[src/rtl/machine_jk_pkg.sv]
// machine_jk_pkg: shared width and terminal-count constants for the JK up/down counter
package machine_jk_pkg;
   localparam int STATE_W = 3;
   localparam logic [STATE_W-1:0] S_MIN = 3'b000;
   localparam logic [STATE_W-1:0] S_MAX = 3'b111;
endpackage

[src/rtl/machine_jk_jk_ff.sv]
// jk_ff: rising-edge JK flip-flop with asynchronous active-high clear
module jk_ff (
   input  logic CLK,
   input  logic RESET,
   input  logic J,
   input  logic K,
   output logic Q
);
   logic q_q, q_d;
   always_comb q_d = (J & K) ? ~q_q : J ? 1'b1 : K ? 1'b0 : q_q;
   always_ff @(posedge CLK or posedge RESET)
      if (RESET) q_q <= 1'b0;
      else q_q <= q_d;
   assign Q = q_q;
endmodule

[src/rtl/machine_jk.sv]
// machine_jk: 3-bit up/down counter built from toggle-form JK flip-flops with a Mealy wrap flag
module machine_jk
   import machine_jk_pkg::*;
(
   input  logic               CLK,
   input  logic               RESET,
   input  logic               x,
   output logic               F,
   output logic [STATE_W-1:0] S
);
   logic [STATE_W-1:0] t;
   // each bit toggles when all lower bits sit at the wrap value for the current direction
   always_comb t = {x ? (S[1] & S[0]) : (~S[1] & ~S[0]), x ? S[0] : ~S[0], 1'b1};
   for (genvar i = 0; i < STATE_W; i++) begin : g_ff
      jk_ff u_ff (.CLK(CLK), .RESET(RESET), .J(t[i]), .K(t[i]), .Q(S[i]));
   end
   always_comb F = x ? (S == S_MAX) : (S == S_MIN);
endmodule

[config.mk]
export PLATFORM = sky130hd
export DESIGN_NAME = machine_jk
export DESIGN_NICKNAME = d
export VERILOG_FILES = /design/src/rtl/machine_jk_pkg.sv /design/src/rtl/machine_jk_jk_ff.sv /design/src/rtl/machine_jk.sv
export SDC_FILE = /design/constraint.sdc
export NUM_CORES = 1
export LEC_CHECK = 0
export CELL_PAD_IN_SITES_DETAIL_PLACEMENT = 1
export CELL_PAD_IN_SITES_GLOBAL_PLACEMENT = 1
export CORE_AREA = 3 3 40 42
export CTS_CLUSTER_SIZE = 40
export DETAILED_ROUTE_END_ITERATION = 6
export DIE_AREA = 0 0 43 45
export PLACE_DENSITY = 0.42
export SLEW_MARGIN = 25
export SYNTH_ARGS = -nofsm -noshare
export SYNTH_HDL_FRONTEND = slang
export SYNTH_SLANG_ARGS = --single-unit
[constraint.sdc]
create_clock -name CLK -period 3.15 [get_ports CLK]
set_input_delay 0.4725 -clock CLK [delete_from_list [all_inputs] [get_ports CLK]]
set_output_delay 0.4725 -clock CLK [all_outputs]
set_load 0.02 [all_outputs]
Word level (Yosys, flattened, before mapping)
Cells that the tools add are included.
{"block": "totals", "in_bits": 3, "output_inout_bits": 4, "reg_bits": 3}
{"block": "classes", "reduce_logical": 1, "mux": 3, "eq_ne": 1, "bitwise_logic": 5}
{"op": "equality test 3 bit, second input constant", "count": 1}
{"op": "logical NOT 3 bit", "count": 1}
{"op": "two-way mux 1 bit", "count": 3}
{"op": "inverter 1 bit", "count": 3}
{"op": "bitwise AND 1 bit", "count": 2}

Depth between registers and ports, before layout
{"block": "depth", "ltp_word": 3, "mapped_depth": 3, "depth_no_buf": 3}

Modules after synthesis
A second synthesis with hierarchy kept.
{"block": "hier_totals", "cells_unflattened": 19, "area_unflattened_um2": 160.2}
{"module": "jk_ff", "n_inst": 3, "area_each_um2": 37.5, "seq_area_each_um2": 25.0, "cells_per_inst": 4}
{"module": "machine_jk", "n_inst": 1, "area_each_um2": 47.5, "seq_area_each_um2": 0.0, "cells_per_inst": 7}

Worst setup path before layout
Ideal clock, no wire load.
{"block": "synth_path", "path_kind": "reg-to-output", "startpoint": "register g_ff[2].u_ff.q_q", "endpoint": "output port F", "t_arrival_ns": 1.065, "stages_incl_launch_ff": 3, "path_buffers": 0, "slack_ns": 1.613, "t_required_ns": 2.677, "path_cell_list": "dfrtp_1 > or4_1 > nand2_1"}
{"block": "synth_between", "elab_chain_cells": 2, "word_cells_on_any_way": 3, "classes_between": "eq/ne (1); mux (1); reduce/logical (1)"}
{"element": "start, declared", "line_no": "machine_jk_jk_ff.sv:9", "rtl": "logic q_q, q_d;"}
{"element": "start signal, assigned", "line_no": "machine_jk_jk_ff.sv:13", "rtl": "else q_q <= q_d;"}
{"element": "equality test 3 bit or logical NOT 3 bit (tied branches)", "line_no": "machine_jk.sv:17", "rtl": "always_comb F = x ? (S == S_MAX) : (S == S_MIN);"}
{"element": "two-way mux 1 bit (*)", "line_no": "machine_jk.sv:17"}
{"element": "end, declared", "line_no": "machine_jk.sv:8", "rtl": "output logic F,"}
Mark *: on every way between the ends. The rest lies on a longest branch, timed or not.

Worst setup path in the final report
{"block": "layout_path", "startpoint": "input port x", "endpoint": "output port F"}
{"block": "layout_between", "elab_chain_cells": 1}
{"element": "start, declared", "line_no": "machine_jk.sv:7", "rtl": "input logic x,"}
{"element": "two-way mux 1 bit", "line_no": "machine_jk.sv:17"}
Every way passes these cells.

==> results.yml <==
cts:
  clock_path_buffers: 2
  clockRootBuffer: "clkbuf_4"
  clock_sinks: 3
  cts_resized: 0
  clk_latency_ns: 0.23
  ctsHoldBuffers: 0
  cts_inserted_buffers: 3
  postCtsSetupBuffers: 0
  cts_tree: "yes"
  clk_pin_slew_ns: 0.04
  cts_max_level: 1
synth:
  seq_area_frac_synth_pct: 45.8
  synthesis.area_um2: 164
  synth_top_area_share_pct: 45.8
  netlist_top_cells_area: "dfrtp_1 46%, xnor2_1 16%, buf_4 14%"
  ys_ff_latch: 3
  syn_area_per_cell_um2: 9.64
  yosysTopAreaCell: "dfrtp_1"
  synth.distinct_cells: 10
  syn-num-nets: 20
  synth_cells: 17
  yosys_warnings: 0
cells_and_area:
  drive_gt1_share_pct: 12.5
  layout_commonest_cell: "clkdlybuf4s50_1"
  area_growth_pct: 50.4
  diodes: 0
  layout.nets: 28
  largest_reg_flops: 3
  final_cell_mix: "6 x clkdlybuf4s50_1, 3 x xnor2_1, 3 x clkbuf_4, 3 x dfrtp_1, 2 x inv_1"
min_path:
  hold_path.class: "in -> async"
timing:
  hold_viol_final: 0
  setup_viol: 0
  tightest_slew_ns: 0.216
  rsz0062_at_grt: "no"
  fmax_mhz: 400
  setup_tns_ns: 0
  timing.hold.ws_ns: 0.412
  slew_violations: 0
  fin_crit_ns: 2.50
  skew_ns: 0.000988
  maxSlewHeadroom_pct: 85.5
  finalCritPeriodShare_pct: 79.4
place:
  place.gp.congestion: 0.639
  dpl.hpwl_um: 259
  numPortBuffers: 6
worst_setup_path:
  reg2regPathDepth: 3
  r2r_end: "g_ff[2].u_ff.Q$_DFFE_PP0P_"
  worstSetupPathType: "in -> out"
  cp_max_fo: 5
  crit_required_ns: 2.68
  critical_path.cell_chain: "clkdlybuf4s50_1 > or4_1 > nand2_1 > clkdlybuf4s50_1"
  worstPathArrival_ns: 2.03
  critPathLaunchType: "input pin"
  cpPeakStageDelay_ns: 0.59
  rrSetupSlack_ns: 2.20
  critPathSlowestCell: "clkdlybuf4s50_1"
  crit_top_cell: "clkdlybuf4s50_1"
  reg2reg_from: "g_ff[1].u_ff.Q$_DFFE_PP0P_"
  end_kind: "primary output"
route:
  routed-wl-met2_um: 137
  routed.top_layer: "met3"
  post-route-drc-count: 0
  wire_per_inst_um: 8.59
  ant_nets: 0
  drt_pre_antenna_iters: 2
  routed_wl_um: 335
  wl_met1_um: 153
  vias: 135
  wl_met3_um: 44
  drt_first_iter_violations: 3
  via_per_inst: 3.46
power_and_ir_drop:
  ir_worst_vdd_mv: 0.155
  p_leak_nw: 0.108
  power_density_mw_per_mm2: 922
floorplan:
  dieArea_mm2: 0.00194
  rows: 13
  core_area_mm2: 0.00128
  boundaryPins: 7
  die-height_um: 45
  initial_utilization_pct: 12.8
  fp.dieW_um: 43
grt:
  antenna_found_initial: 0
  grt_max_degree: 7
  grt_pass1_vias: 141
  grtUsageTotal_pct: 4.59
  overflow: 0
  grt_pass1_wl_um: 586
run:
  max_cap_violations: 0
run_status:
  outcome: "completed"
report_power, final:
| part | total (mW) | internal [mW] | switching (mW) |
|---|---|---|---|
| combinational | 0.0910 | 0.0493 | 0.0417 |
| sequential | 0.0703 | 0.0525 | 0.0178 |
| clock | 0.0659 | 0.0474 | 0.0185 |
how the worst max path moves through the flow:
stage                                          start  slack (ns)  endpoint  cells after the start
after floorplan           g_ff[2].u_ff.Q$_DFFE_PP0P_        1.61         F                      2
after global placement                             x        0.67         F                      4
after detailed placement                           x        0.65         F                      4
after CTS                                          x        0.64         F                      4
after global routing                               x        0.57         F                      4
final                                              x        0.65         F                      4
Yosys cell counts, drive strengths merged:
cell / number
and3: 1
buf: 3
dfrtp: 3
inv: 2
nand2: 1
nand4: 1
nor2: 1
nor3: 1
or4: 1
xnor2: 3
metrics by stage:
| step | power, mW | area (µm²) | utilization [%] | cells | setup WS [ns] |
|---|---|---|---|---|---|
| 6_report | 0.227 | 246 | 19.2 | 39 | 0.647 |
| 5_1_grt | 0.243 | 246 | 19.2 | 39 | 0.572 |
| 4_1_cts | 0.234 | 246 | 19.2 | 39 | 0.641 |
| 3_5_place_dp | 0.164 | 220 | 17.1 | 35 | 0.646 |
| 3_3_place_gp | 0.160 | 220 | 17.1 | 35 | 0.668 |
| 2_1_floorplan | 0.137 | 164 | - | 17 | 1.61 |
metal layers:
metal / vias up / GRT usage, %
li1: 67 / -
met1: 61 / 4.36
met4: 0 / 7.23
met3: 0 / 1.20
met5: - / 0
met2: 7 / 6.59
critical path: cells and delay by family:
| kind | cells | cell delay [ns] |
|---|---|---|
| buffers and inverters | 2 | 1.07 |
| AND/OR/NAND/NOR | 2 | 0.49 |
kinds of logic after synthesis:
family,Yosys count,share of synthesized area [%]
and+or+nand+nor,6,19.8
DFF,3,45.8
xor gates and xnor gates,3,16.0
buffers and inverters,5,18.3
final cells by class:
cell class	count	area, µm²
Fill cell	152	1040
Sequential cell	3	75.1
Timing Repair Buffer	6	60.1
Multi-Input combinational cell	9	58.8
Clock buffer	4	26.3
Tap cell	15	18.8
Inverter	2	7.51
Note: power is estimated with default switching activity, not from simulation.
